==> src/rtl/vga_sync_monitor.sv <==
// Receive-side VGA timing checker: samples hSync/vSync/bright on pixel ticks,
// measures line/frame timing, recovers pixel coordinates and tracks lock.
module vga_sync_monitor #(
    parameter int H_TS        = 800,
    parameter int H_TPW       = 96,
    parameter int V_TS        = 521,
    parameter int V_TPW       = 2,
    parameter int LOCK_FRAMES = 2
) (
    input  logic       clk50MHz,
    input  logic       clr,
    input  logic       pixEn,
    input  logic       hSyncIn,
    input  logic       vSyncIn,
    input  logic       brightIn,
    output logic [9:0] xPos,
    output logic [9:0] yPos,
    output logic       pixValid,
    output logic [9:0] measLineLen,
    output logic [9:0] measHPulse,
    output logic [9:0] measFrameLines,
    output logic [9:0] measVPulse,
    output logic       locked,
    output logic       timingErr
);

    localparam logic [9:0] CNT_MAX = 10'h3FF;
    localparam logic [9:0] H_TS_W  = 10'(H_TS);
    localparam logic [9:0] H_TPW_W = 10'(H_TPW);
    localparam logic [9:0] V_TS_W  = 10'(V_TS);
    localparam logic [9:0] V_TPW_W = 10'(V_TPW);
    localparam int         GW      = $clog2(LOCK_FRAMES + 1) + 1;
    localparam logic [GW-1:0] LOCK_N = GW'(LOCK_FRAMES);

    typedef enum logic [1:0] {SEARCH, TRAIN, LOCKED} state_t;

    state_t        state_q, state_d;
    logic [GW-1:0] goodCnt, good_d, goodInc;

    logic       hPrev, vPrev;
    logic [9:0] hCnt, hLow, lCnt, vLow;
    logic       firstLine, frameOk;

    logic       hFall, hRise, vFall, vRise, bRise, bFall;
    logic [9:0] lineLenNow;
    logic       lineBad, hwBad, vwBad, frameLenBad, hLost, frameGood, errPulse;

    // pixValid doubles as the previous bright sample
    assign hFall = pixEn &  hPrev    & ~hSyncIn;
    assign hRise = pixEn & ~hPrev    &  hSyncIn;
    assign vFall = pixEn &  vPrev    & ~vSyncIn;
    assign vRise = pixEn & ~vPrev    &  vSyncIn;
    assign bRise = ~pixValid &  brightIn;
    assign bFall =  pixValid & ~brightIn;

    assign lineLenNow  = (hCnt == CNT_MAX) ? CNT_MAX : hCnt + 10'd1;
    assign lineBad     = hFall & ~firstLine & (lineLenNow != H_TS_W);
    assign hwBad       = hRise & (hLow != H_TPW_W);
    assign vwBad       = vRise & (vLow != V_TPW_W);
    assign frameLenBad = vFall & (lCnt != V_TS_W);
    // hCnt stepping into saturation means hSync has gone missing
    assign hLost       = pixEn & ~hFall & (hCnt == CNT_MAX - 10'd1);
    assign frameGood   = frameOk & ~lineBad & ~hwBad & ~vwBad & ~frameLenBad;
    assign goodInc     = goodCnt + 1'b1;

    always_comb begin
        state_d  = state_q;
        good_d   = goodCnt;
        errPulse = 1'b0;
        case (state_q)
            SEARCH: begin
                if (vFall) begin
                    state_d = TRAIN;
                    good_d  = '0;
                end
            end
            TRAIN: begin
                if (vFall) begin
                    if (frameGood) begin
                        good_d = goodInc;
                        if (goodInc >= LOCK_N) state_d = LOCKED;
                    end else begin
                        good_d = '0;
                    end
                end
            end
            LOCKED: begin
                if (lineBad | hwBad | vwBad | frameLenBad | hLost) begin
                    errPulse = 1'b1;
                    state_d  = SEARCH;
                end
            end
            default: state_d = SEARCH;
        endcase
    end

    always_ff @(posedge clk50MHz or negedge clr) begin
        if (!clr) begin
            state_q   <= SEARCH;
            goodCnt   <= '0;
            locked    <= 1'b0;
            timingErr <= 1'b0;
        end else begin
            state_q   <= state_d;
            goodCnt   <= good_d;
            locked    <= (state_d == LOCKED);
            timingErr <= errPulse;
        end
    end

    always_ff @(posedge clk50MHz or negedge clr) begin
        if (!clr) begin
            hPrev          <= 1'b1;
            vPrev          <= 1'b1;
            pixValid       <= 1'b0;
            hCnt           <= '0;
            hLow           <= '0;
            lCnt           <= '0;
            vLow           <= '0;
            firstLine      <= 1'b1;
            frameOk        <= 1'b0;
            measLineLen    <= '0;
            measHPulse     <= '0;
            measFrameLines <= '0;
            measVPulse     <= '0;
            xPos           <= '0;
            yPos           <= '0;
        end else if (pixEn) begin
            hPrev    <= hSyncIn;
            vPrev    <= vSyncIn;
            pixValid <= brightIn;

            if (hFall) begin
                hCnt      <= '0;
                firstLine <= 1'b0;
                if (!firstLine) measLineLen <= lineLenNow;
            end else if (hCnt != CNT_MAX) begin
                hCnt <= hCnt + 10'd1;
            end

            if (hRise) begin
                measHPulse <= hLow;
                hLow       <= '0;
            end else if (!hSyncIn && hLow != CNT_MAX) begin
                hLow <= hLow + 10'd1;
            end

            // a line starting together with vSync belongs to the new frame
            if (vFall) begin
                measFrameLines <= lCnt;
                lCnt           <= hFall ? 10'd1 : 10'd0;
            end else if (hFall && lCnt != CNT_MAX) begin
                lCnt <= lCnt + 10'd1;
            end

            if (vRise) begin
                measVPulse <= vLow;
                vLow       <= '0;
            end else if (hFall && !vSyncIn && vLow != CNT_MAX) begin
                vLow <= vLow + 10'd1;
            end

            if (vFall)                          frameOk <= 1'b1;
            else if (lineBad | hwBad | vwBad)   frameOk <= 1'b0;

            if (bRise)         xPos <= '0;
            else if (brightIn) xPos <= xPos + 10'd1;

            if (vFall)      yPos <= '0;
            else if (bFall) yPos <= yPos + 10'd1;
        end
    end

endmodule

==> config.mk <==
export PLATFORM = sky130hd
export DESIGN_NAME = vga_sync_monitor
export DESIGN_NICKNAME = d
export VERILOG_FILES = /design/src/rtl/vga_sync_monitor.sv
export SDC_FILE = /design/constraint.sdc
export NUM_CORES = 1
export LEC_CHECK = 0
export ABC_CLOCK_PERIOD_IN_PS = 5150
export CAP_MARGIN = 40
export CORE_UTILIZATION = 60
export CTS_CLUSTER_SIZE = 12
export DETAILED_ROUTE_END_ITERATION = 12
export GPL_TIMING_DRIVEN = 0
export HOLD_SLACK_MARGIN = 0.02
export PLACE_DENSITY = 0.95
export SYNTH_ARGS = -nofsm -noshare
export SYNTH_HDL_FRONTEND = slang
export SYNTH_SLANG_ARGS = --single-unit
==> constraint.sdc <==
create_clock -name clk50MHz -period 5.15 [get_ports clk50MHz]
set_input_delay 1.03 -clock clk50MHz [delete_from_list [all_inputs] [get_ports clk50MHz]]
set_output_delay 1.03 -clock clk50MHz [all_outputs]
set_load 0.05 [all_outputs]
==> run_results.csv, run 1 <==
group,metric,value,unit
power,p_sw_share,37.0,%
clocking,htree_num_levels,3,
grt,overflow,0,
setup_path,r2r_setup_slack,2940,ps
run_status,outcome,"finished, violations left",
setup_path,worstSetupEndpointType,"primary output",
logic_synthesis,synth_fp_nets,603,
setup_path,cp.required,4120,ps
clocking,post_cts_buffers,0,
power,p_int,1.39,mW
power,power_frac_comb,29.3,%
logic_synthesis,yosys.area.top_type,"dfrtp_1",
route,drc,4,
logic_synthesis,yosys-top-cells-area,"dfrtp_1 (49%), nand2_1 (8.2%), nor2_1 (5.1%)",
timing,finClkSkew,10.4,ps
power,pwr-share-seq,48.2,%
placed_design,io_buffer_count,68,
min_path,min_path_cells,2,
finish,antennaDiodeCount,0,
setup_path,worstPathArrival,1700,ps
timing,fin_crit_sh,53.0,%
min_path,worstHoldEndpoint,"measHPulse[7]",
setup_path,path_buf_inv,1,
min_path,hp-class,"reg2reg",
power,total_power,2.21,mW
finish,layout.nets,683,
route,routed_wl,12400,um
setup_path,critical_path_class,"reg2out",
logic_synthesis,synth-edff-count,0,
clocking,cts_buffers,9,
timing,slew_viol_final,0,
power,p_switching,0.816,mW
run,maxCapViolations,0,
grt,grt_pass1_wl,21200,um
route,vias,4527,
setup_path,crit_chain,"clkdlybuf4s50_1",
floorplan,die_h,98.3,um
setup_path,start_kind,"flip-flop",
floorplan,row_count,34,
logic_synthesis,synth_top_area_share,49.1,%
clocking,clock_latency,380,ps
logic_synthesis,syn_area,0.00556,mm^2
grt,grt_pass1_vias,4522,
clocking,cts.reportedPaths.clkPinSlew,110,ps
placed_design,gp_congestion,0.860,
timing,slew_headroom,50.2,%
clocking,cts_resized,0,
logic_synthesis,synth_area_per_cell,9.50,um^2
grt,antenna_found_initial,0,
placed_design,dpl_worst_slack,2160,ps
setup_path,worstRegToRegCells,7,
grt,grt_start_max_net_pins,60,
logic_synthesis,ys.flop_type,"dfrtp_1",
route,drt_first_pass_iters,11,
setup_path,r2r-end,"goodCnt[2]",
logic_synthesis,synth_common_cells,"nand2_1 (121), dfrtp_1 (109), nor2_1 (75)",
logic_synthesis,ys_warn_count,0,
power,peakVddDrop,184,uV
logic_synthesis,async_reset_ff_share,100,%
route,final_antenna_net_count,0,
floorplan,die-area,0.00966,mm^2
clocking,cts_hold_buf,0,
setup_path,cpPeakStageDelay,860,ps
min_path,min_from,"measHPulse[7]",
finish,syn_to_final_growth,18.4,%
clocking,root_buffer,"clkbuf_8",
logic_synthesis,yosysSeqAreaShare,50.5,%
clocking,cts_tree,"done",
route,routedWlPerCell,16.0,um
floorplan,dieWidth,98.3,um
timing,fin_ws,2420,ps
setup_path,critPathTopFamily,"buffers and inverters",
run_status,violations,"design-rule violations",
timing,fmax,367,MHz
timing,hold_violations,0,
setup_path,crit_slowest_cell,"clkdlybuf4s50_1",
floorplan,io-pin-count,69,
logic_synthesis,synthCells,585,
timing,fin_crit,2730,ps
logic_synthesis,synth-seq-cells,112,
floorplan,core,0.00885,mm^2
power,clkPwrFrac,22.4,%
finish,nFillCells,593,
power,leakage,3.04,nW
route,drt_iter0_markers,292,
setup_path,crit_cells,1,
power,p_per_area,335,mW/mm^2
logic_synthesis,yosys.cell_types.count,63,
timing,setup_violations,0,
logic_synthesis,synth_most_common_cell,"nand2_1",
clocking,ctsLongestPathBuffers,2,
placed_design,dp_hpwl,8770,um
clocking,cts.sinks,112,
timing,rsz0062_at_grt,"false",
floorplan,initial_utilization,62.8,%
grt,grt.total_usage,27.3,%
setup_path,r2r-start,"hCnt[0]",
route,vias_per_cell,5.82,
finish,drive_gt1_share,8.81,%
timing,tightest_slew,748,ps
setup_path,path_max_fanout,5,
cell type report:
cell class              count  area [um^2]  area share (%)
clock inverters             6         43.8           0.665
clock buffers              10          138            2.09
flip-flops and latches    112         2810            42.6
repair buffers             69          706            10.7
well taps                 108          135            2.05
plain buffers              27          154            2.34
multi-input cells         433         2550            38.8
inverters                  13         48.8           0.741
power by group through the flow:
stage,clock [mW],combinational [mW],sequential (mW)
after global routing,0.532,0.689,1.08
after CTS,0.502,0.647,1.06
after global placement,0,0.620,1.07
after detailed placement,0,0.641,1.08
final,0.495,0.647,1.06
after floorplan,0,0.253,1.25
placed cells by master (no fill, tap or decap), drive strengths merged, types with 9 or more instances in the layout:
master         Yosys  final
nand3             22     22
o21ai             26     26
xnor2             20     20
inv               13     14
a21oi             17     17
buf               18     20
ha                12     12
and3              14     14
clkdlybuf4s50      0     67
nand2            123    123
nand4             14     14
nor4               9      9
xor2              29     29
nor2              75     75
nor3              11     11
clkbuf             9     19
dfrtp            109    109
cell families after synthesis:
group,synth area share [%]
multiplexers,0.765
AND/OR/NAND/NOR,25.6
AO/OA/AOI/OAI,9.07
adder cells (fa/ha/maj),2.70
flip-flops,50.5
buffers and inverters,3.65
XOR/XNOR,7.72
registers in the layout, summed over array words and instances (netlist names), 2 cells and up:
register and count:
goodCnt 3, hCnt 10, hLow 10, lCnt 10, measFrameLines 10, measHPulse 10
measLineLen 10, measVPulse 10, state_q 2, vLow 10, xPos 10, yPos 10
per-layer routing:
metal | share of wire, % | track usage (%) | vias up | routed length (um)
met3 | 4.5 | 3.72 | 36 | 554
li1 | - | - | 2129 | -
met5 | 0 | 0 | - | 0
met4 | 3.1 | 14.0 | 0 | 380
met2 | 51 | 45.2 | 147 | 6290
met1 | 42 | 35.4 | 2215 | 5210
stage by stage:
step / hold WS [ps] / cells / cell area [um^2] / utilization, % / TNS [ps]
6_report: 483 / 778 / 6580 / 74.4 / 0
5_1_grt: 511 / 778 / 6580 / 74.4 / 0
4_1_cts: 486 / 778 / 6580 / 74.4 / 0
3_5_place_dp: 463 / 762 / 6400 / 72.3 / 0
3_3_place_gp: 457 / 761 / 6380 / 72.1 / -104900
2_1_floorplan: 465 / 585 / 5560 / - / 0
worst max path at each step:
stage            start             end
3_3_place_gp       clr         hCnt[3]
4_1_cts        yPos[3]         yPos[3]
2_1_floorplan    pixEn         yPos[7]
5_1_grt          pixEn  measLineLen[2]
3_5_place_dp     pixEn         vLow[3]
6_report       yPos[3]         yPos[3]
worst min-delay path, cell delays in order, from the launching register on:
cell	delay (ps)
dfrtp_1	360
nand2_1	50
nand2_1	50
Note: power is estimated with default switching activity, not from simulation.
==> inputs of run 2 (changes only) <==
- ABC_CLOCK_PERIOD_IN_PS: 5150 -> 2250
- CORE_UTILIZATION: 60 -> 50
- PLACE_DENSITY: 0.95 -> 0.87
- clock period: 5.15 -> 2.25 ns (I/O delays scaled with it)
==> run_results.csv, run 2 (synthesized netlist as in run 1, its figures left out) <==
group,metric,value,unit
floorplan,dieWidth,107,um
run,maxCapViolations,0,
setup_path,path_buf_inv,1,
power,p_per_area,774,mW/mm^2
floorplan,row_count,38,
setup_path,cpPeakStageDelay,480,ps
finish,drive_gt1_share,8.96,%
setup_path,worstSetupEndpointType,"flip-flop",
power,pwr-share-seq,47.2,%
clocking,post_cts_buffers,0,
timing,slew_headroom,52.8,%
route,vias_per_cell,5.54,
power,leakage,3.05,nW
finish,syn_to_final_growth,19.6,%
timing,hold_violations,0,
placed_design,gp_congestion,0.882,
setup_path,critPathTopFamily,"compound AO/OA/AOI/OAI gates",
floorplan,die_h,107,um
timing,fin_crit_sh,95.5,%
setup_path,crit_start,"hCnt[0]",
route,drt_iter0_markers,288,
placed_design,io_buffer_count,68,
power,power_frac_comb,28.5,%
placed_design,dp_cells,794,
min_path,hp-class,"in2async",
power,peakVddDrop,509,uV
timing,fin_crit,2150,ps
timing,whs,114,ps
setup_path,path_max_fanout,8,
route,drc,0,
finish,antennaDiodeCount,0,
setup_path,worstPathArrival,2410,ps
setup_path,r2r_setup_slack,100,ps
route,met3_length,498,um
clocking,root_buffer,"clkbuf_8",
floorplan,core,0.0108,mm^2
clocking,clock_latency,380,ps
route,final_antenna_net_count,0,
power,p_switching,1.83,mW
setup_path,r2r-end,"timingErr",
grt,overflow,0,
route,routedWlPerCell,14.9,um
setup_path,crit_chain,"ha_1 -> buf_6 -> and3_1 -> a311oi_1 -> a31o_2 -> a31oi_4 -> o31a_1",
route,wl_met1,5180,um
power,p_int,3.32,mW
clocking,ctsLongestPathBuffers,2,
setup_path,cp.required,2520,ps
setup_path,r2r-start,"hCnt[0]",
setup_path,critical_path_class,"reg2reg",
route,routed_wl,12100,um
clocking,cts_buffers,9,
route,drt_first_pass_iters,7,
clocking,cts.sinks,112,
timing,setup_violations,0,
finish,instances_no_fill,810,
grt,grt_pass1_wl,20500,um
floorplan,io-pin-count,69,
power,clkPwrFrac,24.3,%
setup_path,start_kind,"flip-flop",
grt,grt_start_max_net_pins,60,
setup_path,worstRegToRegCells,7,
clocking,cts_tree,"done",
run_status,outcome,"complete, no violations",
grt,grt.total_usage,22.4,%
finish,nFillCells,884,
power,p_sw_share,35.6,%
finish,final_common_cell,"nand2_1",
route,wl_met2,6100,um
route,vias,4489,
finish,layout_common_cells,"nand2_1 (121), dfrtp_1 (108), nor2_1 (75)",
placed_design,dp_hpwl,8690,um
setup_path,crit_slowest_cell,"dfrtp_2",
clocking,cts.reportedPaths.clkPinSlew,100,ps
grt,grt_pass1_vias,4466,
clocking,htree_num_levels,3,
timing,tightest_slew,701,ps
grt,antenna_found_initial,0,
timing,slew_viol_final,0,
finish,layout.nets,683,
floorplan,die-area,0.0115,mm^2
finish,seqCellArea,0.00281,mm^2
timing,fmax,465,MHz
floorplan,initial_utilization,51.3,%
finish,multi_input_area,0.00255,mm^2
route,highest_layer,"met4",
timing,finClkSkew,5.13,ps
timing,rsz0062_at_grt,"false",
[run 2: cell types whose count changed in the layout (fill, tap and decap cells not counted), sizes merged]
cell	before	now
bufinv	0	1
clkbuf	19	20
clkinv	4	2
clkinvlp	1	2
inv	14	13
[run 2: power by group through the flow]
| stage | logic (mW) | registers [mW] | clock network [mW] |
|---|---|---|---|
| 2_1_floorplan | 0.580 | 2.86 | 0 |
| 3_3_place_gp | 1.42 | 2.45 | 0 |
| 3_5_place_dp | 1.47 | 2.46 | 0 |
| 4_1_cts | 1.48 | 2.43 | 1.27 |
| 5_1_grt | 1.60 | 2.46 | 1.36 |
| 6_report | 1.47 | 2.43 | 1.25 |
[run 2: area by class of cell]
cell class	instances	area share, %
clock inverter	5	0.828
sequential	112	42.2
timing repair buffer	69	10.6
tap	140	2.63
multi-input combinational	433	38.4
buffer	27	2.31
inverter	13	0.734
clock buffer	11	2.28
[run 2: worst max-delay path by stage]
stage / cells past startpoint / endpoint / slack (ps)
after floorplan: 7 / timingErr / 330
after global placement: 1 / hCnt[5] / -3320
after detailed placement: 8 / measVPulse[8] / -160
after CTS: 7 / goodCnt[2] / 80
after global routing: 7 / hCnt[9] / 10
final: 7 / timingErr / 100
[run 2: per-layer routing]
| metal | track usage (%) | vias to the layer above |
|---|---|---|
| li1 | - | 2142 |
| met1 | 28.9 | 2181 |
| met2 | 37.6 | 135 |
| met3 | 3.69 | 31 |
| met4 | 9.20 | 0 |
| met5 | 0 | - |
[run 2: through the flow]
step / util (%) / total power [mW] / cell area, um^2 / TNS (ps) / setup slack [ps]
2_1_floorplan: - / 3.44 / 5560 / 0 / 330
3_5_place_dp: 59.4 / 3.93 / 6440 / -4120 / -164
5_1_grt: 61.3 / 5.42 / 6650 / 0 / 11.5
3_3_place_gp: 59.2 / 3.87 / 6420 / -370190 / -3320
4_1_cts: 61.3 / 5.17 / 6650 / 0 / 78.0
6_report: 61.3 / 5.15 / 6650 / 0 / 101
[run 2: repair_timing]
| action | in CTS | in global routing |
|---|---|---|
| setup endpoints to repair | 0 | 6 |
| hold buffers | 0 | 0 |
| gates resized for setup | 0 | 1 |
[run 2: worst reg2reg max path, delay by kind of cell, from the launching register on]
kind | cells | cell delay, ps
compound gates | 4 | 940
fa+ha+maj | 1 | 240
buf+inv | 1 | 150
flops | 1 | 480
simple gates | 1 | 220
